## src/rtl/mode_runtime_tracker_pkg.sv

```systemverilog
`default_nettype none
// ============================================================================
// Module : mode_runtime_tracker_pkg
// Brief  : Shared mode codes and timing defaults for the run-time tracker.
// Rev    : 1.0  initial release
// ============================================================================
package mode_runtime_tracker_pkg;

    localparam int MODE_IDLE = 0;
    localparam int MODE_1    = 1;
    localparam int MODE_2    = 2;
    localparam int MODE_3    = 3;
    localparam int MODE_4    = 4;

    localparam int DEFAULT_TICKS_PER_SEC = 100_000_000;

    // Codes above the configured mode count behave like idle.
    function automatic logic is_tracked(input int unsigned code, input int unsigned num_modes);
        return (code != MODE_IDLE) && (code <= num_modes);
    endfunction

endpackage
`default_nettype wire

```

## src/rtl/mode_runtime_tracker_sec.sv

```systemverilog
`default_nettype none
// ============================================================================
// Module : mode_sec_prescaler
// Brief  : Clock-cycle prescaler that emits one tick per counted second.
// Rev    : 1.0  initial release
// ============================================================================
module mode_sec_prescaler #(
    parameter int TICKS_PER_SEC = 100_000_000,
    parameter int PRE_WIDTH     = 27
) (
    input  logic clk,
    input  logic rstn,
    input  logic i_en,
    input  logic i_clr,
    output logic o_tick
);

    localparam logic [PRE_WIDTH-1:0] C_WRAP = PRE_WIDTH'(TICKS_PER_SEC - 1);

    logic [PRE_WIDTH-1:0] r_count;

    assign o_tick = i_en && !i_clr && (r_count == C_WRAP);

    always_ff @(posedge clk or negedge rstn) begin
        if (!rstn) begin
            r_count <= '0;
        end else if (i_clr) begin
            r_count <= '0;
        end else if (i_en) begin
            r_count <= o_tick ? '0 : r_count + PRE_WIDTH'(1);
        end
    end

endmodule
`default_nettype wire

```

## src/rtl/mode_runtime_tracker.sv

```systemverilog
`default_nettype none
// ============================================================================
// Module : mode_runtime_tracker
// Brief  : Per-mode current and accumulated run-time seconds with saturation.
// Rev    : 1.0  initial release
// ============================================================================
module mode_runtime_tracker
    import mode_runtime_tracker_pkg::*;
#(
    parameter int NUM_MODES     = 4,
    parameter int MODE_WIDTH    = 3,
    parameter int TIME_WIDTH    = 16,
    parameter int TICKS_PER_SEC = DEFAULT_TICKS_PER_SEC,
    parameter int PRE_WIDTH     = 27
) (
    input  logic                            clk,
    input  logic                            rstn,
    input  logic [MODE_WIDTH-1:0]           current_mode,
    input  logic                            pause,
    input  logic                            clr_total,
    input  logic [MODE_WIDTH-1:0]           sel_mode,
    output logic [TIME_WIDTH-1:0]           current_running_time,
    output logic [TIME_WIDTH-1:0]           sel_total,
    output logic [NUM_MODES*TIME_WIDTH-1:0] total_flat,
    output logic [NUM_MODES-1:0]            sat_flags,
    output logic                            sec_tick,
    output logic                            mode_change
);

    localparam logic [TIME_WIDTH-1:0] C_TIME_MAX = '1;

    logic [MODE_WIDTH-1:0] r_mode_q;
    logic [TIME_WIDTH-1:0] r_current;
    logic                  r_sec_tick;
    logic                  r_mode_change;
    logic                  w_change;
    logic                  w_tracked;
    logic                  w_tick;
    logic [TIME_WIDTH-1:0] w_total [NUM_MODES];

    assign w_change  = (current_mode != r_mode_q);
    assign w_tracked = is_tracked(32'(current_mode), NUM_MODES);

    // A change cycle restarts the second; untracked modes keep the prescaler parked at 0.
    mode_sec_prescaler #(
        .TICKS_PER_SEC (TICKS_PER_SEC),
        .PRE_WIDTH     (PRE_WIDTH)
    ) u_prescaler (
        .clk    (clk),
        .rstn   (rstn),
        .i_en   (w_tracked && !w_change && !pause),
        .i_clr  (w_change || !w_tracked),
        .o_tick (w_tick)
    );

    always_ff @(posedge clk or negedge rstn) begin
        if (!rstn) begin
            r_mode_q      <= '0;
            r_current     <= '0;
            r_sec_tick    <= 1'b0;
            r_mode_change <= 1'b0;
        end else begin
            r_mode_q      <= current_mode;
            r_mode_change <= w_change;
            r_sec_tick    <= w_tick;
            if (w_change || !w_tracked) begin
                r_current <= '0;
            end else if (w_tick && (r_current != C_TIME_MAX)) begin
                r_current <= r_current + TIME_WIDTH'(1);
            end
        end
    end

    genvar m;
    generate
        for (m = 0; m < NUM_MODES; m++) begin : g_total
            logic [TIME_WIDTH-1:0] r_total;
            logic                  r_sat;

            always_ff @(posedge clk or negedge rstn) begin
                if (!rstn) begin
                    r_total <= '0;
                    r_sat   <= 1'b0;
                end else if (clr_total) begin
                    r_total <= '0;
                    r_sat   <= 1'b0;
                end else if (w_tick && (current_mode == MODE_WIDTH'(m + 1))
                             && (r_total != C_TIME_MAX)) begin
                    r_total <= r_total + TIME_WIDTH'(1);
                    if (r_total == C_TIME_MAX - TIME_WIDTH'(1)) begin
                        r_sat <= 1'b1;
                    end
                end
            end

            assign w_total[m]                               = r_total;
            assign total_flat[m*TIME_WIDTH +: TIME_WIDTH]   = r_total;
            assign sat_flags[m]                             = r_sat;
        end
    endgenerate

    always_comb begin
        sel_total = '0;
        for (int i = 0; i < NUM_MODES; i++) begin
            if (sel_mode == MODE_WIDTH'(i + 1)) begin
                sel_total = w_total[i];
            end
        end
    end

    assign current_running_time = r_current;
    assign sec_tick             = r_sec_tick;
    assign mode_change          = r_mode_change;

endmodule
`default_nettype wire

```

## config.mk

```make
export PLATFORM = sky130hd
export DESIGN_NAME = mode_runtime_tracker
export DESIGN_NICKNAME = d
export VERILOG_FILES = /design/src/rtl/mode_runtime_tracker_pkg.sv /design/src/rtl/mode_runtime_tracker_sec.sv /design/src/rtl/mode_runtime_tracker.sv
export SDC_FILE = /design/constraint.sdc
export NUM_CORES = 1
export LEC_CHECK = 0
export ABC_AREA = 1
export ABC_CLOCK_PERIOD_IN_PS = 2150
export CAP_MARGIN = 25
export CORE_AREA = 2 2 84 166
export CTS_CLUSTER_DIAMETER = 150
export DETAILED_ROUTE_END_ITERATION = 16
export DIE_AREA = 0 0 86 168
export DONT_BUFFER_PORTS = 1
export HOLD_SLACK_MARGIN = 0.06
export PLACE_DENSITY_LB_ADDON = 0.25
export SLEW_MARGIN = 10
export SYNTH_ARGS = -nofsm -noshare
export SYNTH_HDL_FRONTEND = slang
export SYNTH_SLANG_ARGS = --single-unit
```

## constraint.sdc

```tcl
create_clock -name clk -period 2.15 [get_ports clk]
set_clock_uncertainty 0.15 [all_clocks]
set_input_delay 0.43 -clock clk [delete_from_list [all_inputs] [get_ports clk]]
set_output_delay 0.43 -clock clk [all_outputs]
set_load 0.02 [all_outputs]
```

-- After elaboration in Yosys (flattened, before gate mapping)
Cells that the tools add are included.
- register bits after elaboration: 116
- input port bits: 10
- output and inout port bits: 102
- logic and storage cells: 102
- $add $sub $neg: 6
- order comparisons: 1
- eq/ne operators: 19
- multiplexer cells: 29
- reduce and logical (&&, ||, !) cells: 34
- operators with widths (kind ; number):
    16-bit two-way mux ; 14
    27-bit two-way mux ; 3
    16-bit by 1-bit adder with 16-bit output (second input constant) ; 5
    16-bit != test (second input constant) ; 5
    16-bit equality test (second input constant) ; 4
    27-bit by 1-bit adder with 27-bit output (second input constant) ; 1
    27-bit equality test (second input constant) ; 1
    2-bit nonzero test ; 10
    1-bit logical AND ; 14
    3-bit by 2-bit equality test with 1-bit output (second input constant) ; 4
    1-bit two-way mux ; 12
    2-bit AND reduction ; 4
    3-bit by 1-bit equality test with 1-bit output (second input constant) ; 2
    3-bit equality test (second input constant) ; 2
    1-bit zero test ; 4
    3-bit less-or-equal comparator (second input constant) ; 1
    3-bit != test ; 1
    3-bit nonzero test ; 1
    1-bit logical OR ; 1

-- Longest topological paths before layout
Gate-level depths: netlist (run 1).
- depth in word-level cells: 11
- depth in mapped cells: 11
- mapped depth without buffers: 10

-- Hierarchy
From an unflattened synthesis (run 1), not the netlist that was laid out.
- cell total of the unflattened synthesis: 1148
- area, all modules: 7955.1 um2
- modules (own cells, without submodules) (module ; instances ; cells an instance ; area each (um2) ; seq. area each (um2)):
    mode_runtime_tracker ; 1 ; 894 ; 6154.7 ; 2227.1
    mode_sec_prescaler ; 1 ; 254 ; 1800.5 ; 675.6

-- Least setup slack after synthesis (run 1)
No wires, ideal clock.
- path type: input to output
- from: input sel_mode[0]
- to: output sel_total[10]
- arrival time: 1.678 ns
- data required time: 1.570 ns
- path slack: -0.108 ns
- cell stages on the path: 5
- buffers on the path: 1
- cell sequence: inv_1 nor3_1 clkbuf_1 a221oi_1 o22ai_1
- longest elaborated chain between the ends: 5
- elaborated cells on any way between the ends: 8
- classes of those cells: eq/ne (4); mux (4)
- ends and longest elaborated chain (element ; line ; RTL):
    from (decl) ; mode_runtime_tracker.sv:21 ; input logic [MODE_WIDTH-1:0] sel_mode,
    3-bit by 1-bit equality test with 1-bit output ; mode_runtime_tracker.sv:105 ; if (sel_mode == MODE_WIDTH'(i + 1)) begin
    16-bit two-way mux (3 in a row) ; mode_runtime_tracker.sv:105 ;
    16-bit two-way mux * ; mode_runtime_tracker.sv:105 ;
    to (decl) ; mode_runtime_tracker.sv:23 ; output logic [TIME_WIDTH-1:0] sel_total,
Mark *: on every way between the ends. The rest lies on a longest branch, timed or not.

-- Final worst setup path (run 1)
- from: input sel_mode[1]
- to: output sel_total[12]
The elaborated chain is that of the path after synthesis.

==> impl_metrics.json, run 1 <==
{
  "reg2reg_from": "u_prescaler.r_count[1]$_DFFE_PN0P_",
  "cts_root_buffer": "clkbuf_16",
  "synth.area.mux_share_pct": 0,
  "final.min_clock_period_ps": 2220,
  "clockBufferDepth": 2,
  "multi_input_area_mm2": 0.00483,
  "cts.sinks": 116,
  "hpwl_um": 18000,
  "ff_latch_area_mm2": 0.00291,
  "critical_path_class": "input port to output port",
  "post_synth_num_cell_types": 34,
  "gp_congestion": 1.01,
  "maxCapViolCount": 0,
  "path_depth": 8,
  "r2r_setup_slack_ps": 80,
  "p_comb_share_pct": 5.8,
  "synthSimpleGateAreaFrac_pct": 40.1,
  "wl_met2_um": 12800,
  "cts_buffers": 17,
  "synth_fp_nets": 1157,
  "yosys.area.top_type": "dfrtp_1",
  "ant_nets": 0,
  "crit_family": "buffers and inverters",
  "path_clk_slew_ps": 70,
  "coreArea_mm2": 0.0133,
  "critPathCapture": "sel_total[12]",
  "start_util_pct": 60.0,
  "final_cell_mix": "293 x nand2_1, 170 x nor2_1, 137 x nand3_1, 107 x dfrtp_1, 106 x buf_4",
  "cts_hold_repair.buffers": 4,
  "grt_pass1_wl_um": 41700,
  "htree_levels": 4,
  "final_common_cell": "nand2_1",
  "route.detailed.drc": 0,
  "rsz0062_at_grt": "true",
  "max-vdd-ir-drop_uv": 535,
  "die_y_um": 168,
  "swShare_pct": 24.6,
  "fillers": 954,
  "status": "finished, violations left",
  "finalSetupViolations": 14,
  "synth_top_area_share_pct": 36.4,
  "synth_compound_area_share_pct": 5.87,
  "seq_area_frac_synth_pct": 36.4,
  "cp.arrival_ps": 1640,
  "tightestPinTransition_ps": 510,
  "wl_per_cell_um": 19.1,
  "rows": 60,
  "stdcell_area_mm2": 0.0101,
  "power_w": 0.00553,
  "ff2ff_path_depth": 10,
  "cp-end-kind": "output port",
  "wl_um": 27000,
  "syn_area_mm2": 0.00797,
  "yosys-top-cells-area": "dfrtp_1 36%, nand2_1 14%, nor2_1 8.9%, nand3_1 8.6%, xor2_1 6.8%",
  "p_int_w": 0.00417,
  "met1Wirelength_um": 9990,
  "required_ps": 1570,
  "synthesis.instances": 1136,
  "dr.first_iter.drc_count": 911,
  "top_layer_used": "met4",
  "synthXorXnorAreaFrac_pct": 8.33,
  "cpMostUsedCell": "buf_6",
  "die_w_um": 86,
  "cp.buffers_inverters": 5,
  "nNetsFinal": 1263,
  "placed_cell_area_mm2": 0.00886,
  "violations": "hold timing, setup timing",
  "num_vias": 8679,
  "power_frac_seq_pct": 39.7,
  "worst-path-max-fanout": 8,
  "clkLatencyLatePin_ps": 430,
  "cts_tree": "built",
  "drv_slew": 0,
  "startpoint": "sel_mode[1]",
  "synth_top_family_by_area": "simple AND/OR/NAND/NOR gates",
  "power_switching_w": 0.00136,
  "synthAdderAreaFrac_pct": 1.73,
  "drive_gt1_share_pct": 20.1,
  "fmax_mhz": 450,
  "cp-start-kind": "input port",
  "via_per_inst": 6.16,
  "n_antenna_cell": 0,
  "timing.final.ws_setup_ps": -74.5,
  "pre_cts_ws_ps": -550,
  "pin_count": 112,
  "powerDensity_mw_per_mm2": 549,
  "reg2reg_to": "g_total[0].r_total[3]$_DFFE_PN0P_",
  "grt_max_degree": 117,
  "max_slew_margin_pct": 65.7,
  "antenna_found_initial": 0,
  "drt_first_pass_iters": 6,
  "synth_warnings": 0,
  "hold_viol_final": 116,
  "cpMaxStageDelayCell": "nor3_4",
  "die_area_mm2": 0.0144,
  "numPortBuffers": 0,
  "wl_met3_um": 2930,
  "syn_avg_cell_area_um2": 7.02,
  "p_clk_share_pct": 54.5,
  "period_share_pct": 103,
  "worstPathCellList": "inv_1, buf_6, nor3_4, buf_6, inv_4, clkbuf_16, nor2_2, o22ai_4",
  "p_leak_nw": 4.56,
  "ys_seq_elements": 116,
  "syn_to_final_growth_pct": 26.4,
  "hold_path_class": "input port to asynchronous set/reset pin",
  "grtUsageTotal_pct": 36.4,
  "hold_ws_ps": -456,
  "grt_overflow": 0,
  "grt_pass1_vias": 8194,
  "cpPeakStageDelay_ps": 290
}
[Yosys cell counts]
| cell type | count |
|---|---|
| nand4_2 | 3 |
| o22ai_1 | 30 |
| a221oi_1 | 16 |
| nor3_1 | 23 |
| xnor2_2 | 1 |
| nand2_2 | 3 |
| a21oi_1 | 7 |
| xor2_1 | 62 |
| dfrtp_1 | 116 |
| and3_1 | 1 |
| buf_4 | 8 |
| nor3_2 | 2 |
| inv_1 | 95 |
| nor2_1 | 189 |
| buf_6 | 4 |
| nor2_4 | 3 |
| clkinv_1 | 1 |
| buf_2 | 5 |
| clkbuf_1 | 20 |
| xnor2_1 | 12 |
| nor2_2 | 5 |
| nand3_2 | 13 |
| ha_1 | 11 |
| nand2_1 | 293 |
| nand2_4 | 4 |
| nor3b_1 | 2 |
| nand3b_1 | 2 |
| nand3_1 | 137 |
| inv_2 | 4 |
| buf_1 | 5 |
| nand4_1 | 37 |
| nor4_1 | 1 |
| o21ai_1 | 4 |
| o21ai_0 | 17 |
[final cells by class]
type                       count  share of cell area (%)
timing repair buffer         129                    11.3
multi-input combinational    878                    47.9
clock inverter                14                    1.79
sequential                   116                    28.9
tap                          155                    1.92
inverter                     100                    3.75
clock buffer                  18                    4.36
[flip-flops by register name (all words and copies together), names as in the netlist]
name                  cells
sec_tick                  1
mode_change               1
g_total.r_total          64
g_total.r_sat             4
current_running_time     16
u_prescaler.r_count      27
r_mode_q                  3
[worst min path at each step]
stage	endpoint	slack [ps]	cells past startpoint
floorplan	current_running_time[0]$_DFFE_PN0P_	-20	0
global placement	current_running_time[13]$_DFFE_PN0P_	-10	0
global route	current_running_time[11]$_DFFE_PN0P_	-470	0
finish	current_running_time[11]$_DFFE_PN0P_	-460	0
CTS	current_running_time[11]$_DFFE_PN0P_	-470	0
detailed placement	current_running_time[11]$_DFFE_PN0P_	-10	0
[per-layer routing]
layer	up-vias	GRT usage, %
li1	3941	-
met1	4082	46.8
met2	531	56.4
met3	125	9.66
met4	0	17.3
met5	-	0
[power groups by stage]
stage               clock network (W)  logic [W]  registers [W]
global route                  0.00311   0.000336        0.00219
CTS                           0.00303   0.000272        0.00219
global placement                    0   0.000219        0.00223
finish                        0.00301   0.000322        0.00219
floorplan                           0   0.000155        0.00224
detailed placement                  0   0.000224        0.00223
[cells by family after synthesis]
| group | count (synthesis) |
|---|---|
| simple gates | 718 |
| xor+xnor | 75 |
| buf+inv | 142 |
| compound gates | 74 |
| fa+ha+maj | 11 |
| flops | 116 |
[through the flow]
| stage | utilization [%] | hold WS [ps] | std cells | setup TNS (ps) |
|---|---|---|---|---|
| finish | 75.8 | -456 | 1410 | -663 |
| global route | 75.8 | -469 | 1410 | -835 |
| CTS | 73.1 | -470 | 1401 | -287 |
| detailed placement | 66.7 | -12.8 | 1362 | -7040 |
| global placement | 66.7 | -13.2 | 1362 | -6290 |
| floorplan | - | -15.6 | 1136 | 0 |
[repair_timing]
item | 4_1_cts | 5_1_grt
buffers inserted | 2 | 13
pin swaps | 2 | 14
gates resized for setup | 33 | 57
cloned | 1 | 1
setup endpoints to repair | 20 | 91
hold endpoints to repair | 168 | 116
No activity file was read; power rests on OpenSTA's default activity.
==> run 2, diff against run 1 <==
- REMOVE_ABC_BUFFERS: not set -> 1
==> run 2 against run 1 <==
Compared with the run above:
- the run ends with hold timing left
- critical path type unchanged
- final cell count grew 0.14%
- non-clock buffer count grew 3
- cell area down 2.4%
- largest cell class unchanged
- critical endpoint is now sel_total[8]
- sequential cell count unchanged
- largest power group unchanged
- register-to-register slack gained 60 ps
==> impl_metrics.json, run 2 (same netlist as run 1, synthesis figures left out) <==
{
  "status": "finished, violations left",
  "violations": "hold timing",
  "cp.arrival_ps": 1540,
  "r2r_setup_slack_ps": 140,
  "top_register": "g_total.r_total",
  "worst-path-max-fanout": 16,
  "start_util_pct": 60.0,
  "dr.first_iter.drc_count": 955,
  "p_leak_nw": 4.58,
  "grt_max_degree": 117,
  "power_w": 0.00571,
  "crit_family": "simple AND/OR/NAND/NOR gates",
  "clkLatencyLatePin_ps": 420,
  "coreArea_mm2": 0.0133,
  "worstPathCellList": "inv_1, nor2_4, a221oi_2, o22ai_1, buf_4",
  "final_core_util_pct": 74.0,
  "nNetsFinal": 1266,
  "cp.buffers_inverters": 2,
  "cp-end-kind": "output port",
  "route.detailed.drc": 0,
  "via_per_inst": 6.11,
  "numPortBuffers": 0,
  "cts_tree": "built",
  "place_inst": 1374,
  "fin_cells": 1412,
  "critical_path_class": "input port to output port",
  "period_share_pct": 98.8,
  "die_w_um": 86,
  "required_ps": 1570,
  "final.min_clock_period_ps": 2120,
  "ff2ff_path_depth": 11,
  "cp-start-kind": "input port",
  "final_cell_mix": "292 x nand2_1, 183 x nor2_1, 136 x nand3_1, 119 x buf_4, 112 x dfrtp_1",
  "grt_pass1_vias": 8288,
  "n_antenna_cell": 0,
  "ant_nets": 0,
  "tightestPinTransition_ps": 598,
  "reg2reg_to": "g_total[1].r_total[14]$_DFFE_PN0P_",
  "hold_ws_ps": -441,
  "maxCapViolCount": 0,
  "antenna_found_initial": 0,
  "rows": 60,
  "htree_levels": 4,
  "max_slew_margin_pct": 60.0,
  "final_common_cell": "nand2_1",
  "drt_first_pass_iters": 7,
  "hold_viol_final": 116,
  "max-vdd-ir-drop_uv": 523,
  "finalSetupViolations": 0,
  "cts.sinks": 116,
  "pre_cts_ws_ps": -368,
  "num_vias": 8626,
  "drive_gt1_share_pct": 17.9,
  "die_area_mm2": 0.0144,
  "wl_um": 26400,
  "syn_to_final_growth_pct": 23.4,
  "gp_congestion": 0.973,
  "cpPeakStageDelay_ps": 480,
  "hpwl_um": 18400,
  "largest_register_ffs": 64,
  "clockBufferDepth": 2,
  "rsz0062_at_grt": "true",
  "timing.final.ws_setup_ps": 26.3,
  "cts_hold_repair.buffers": 5,
  "path_clk_slew_ps": 50,
  "grt_overflow": 0,
  "powerDensity_mw_per_mm2": 580,
  "pin_count": 112,
  "cts_root_buffer": "clkbuf_16",
  "reg2reg_from": "u_prescaler.r_count[20]$_DFFE_PN0P_",
  "hold_path_class": "input port to asynchronous set/reset pin",
  "grtUsageTotal_pct": 36.8,
  "drv_slew": 0,
  "die_y_um": 168,
  "cts_buffers": 17,
  "cpMaxStageDelayCell": "nor2_4",
  "wl_per_cell_um": 18.7,
  "fmax_mhz": 471,
  "grt_pass1_wl_um": 41900
}
## run 2: stage by stage
stage,area [um^2],setup TNS [ps],hold WS [ps]
finish,9840,0,-441
global route,9840,-81.9,-456
CTS,9700,0,-451
detailed placement,8950,-5120,-12.1
global placement,8940,-11070,-12.1
floorplan,7750,-34720,-15.6
## run 2: final cells by class
class / instances / area (um^2)
tap: 155 / 194
fill: 1002 / 3450
timing repair buffer: 132 / 1100
clock inverter: 9 / 173
sequential: 116 / 2910
multi-input combinational: 878 / 4600
clock buffer: 22 / 494
inverter: 100 / 378
## run 2: per-layer routing
| layer | vias to the layer above | part of all wire (%) | global-route usage (%) | wire [um] |
|---|---|---|---|---|
| li1 | 3963 | - | - | - |
| met1 | 4034 | 38 | 47.0 | 9920 |
| met2 | 521 | 47 | 57.0 | 12300 |
| met3 | 108 | 10 | 8.97 | 2690 |
| met4 | 0 | 5.5 | 19.9 | 1450 |
| met5 | - | 0 | 0 | 0 |
## run 2: report_power, final
part,internal [W],switching [W],leakage [nW]
combinational,0.0000900,0.000191,2.65
clock,0.00220,0.00103,0.328
sequential,0.00219,0.00000535,1.60
total,0.00448,0.00123,4.58
## run 2: worst max-delay path by stage
stage                                                     to                         startpoint  depth (start not counted)  slack, ps
after detailed placement                        sel_total[9]                        sel_mode[1]                          5       -370
after global placement                          sel_total[5]                        sel_mode[1]                          5       -770
after floorplan           g_total[1].r_total[10]$_DFFE_PN0P_                          clr_total                          4       -690
after global routing                            sel_total[5]                        sel_mode[1]                          5        -30
final                                           sel_total[8]                        sel_mode[1]                          5         30
after CTS                                       sel_total[1]  g_total[0].r_total[1]$_DFFE_PN0P_                          4          9
## run 2: what timing repair did
item,4_1_cts,5_1_grt
gates resized for setup,8,25
setup buffers,0,3
endpoints found under the hold margin,165,116
pin swaps,0,2
endpoints found under the setup margin,18,72
==> run 3, diff against run 2 <==
- CAP_MARGIN: 25 -> 10
==> results of run 3 <==
No change in the layout: final DEF, timing and power equal those of run 2.
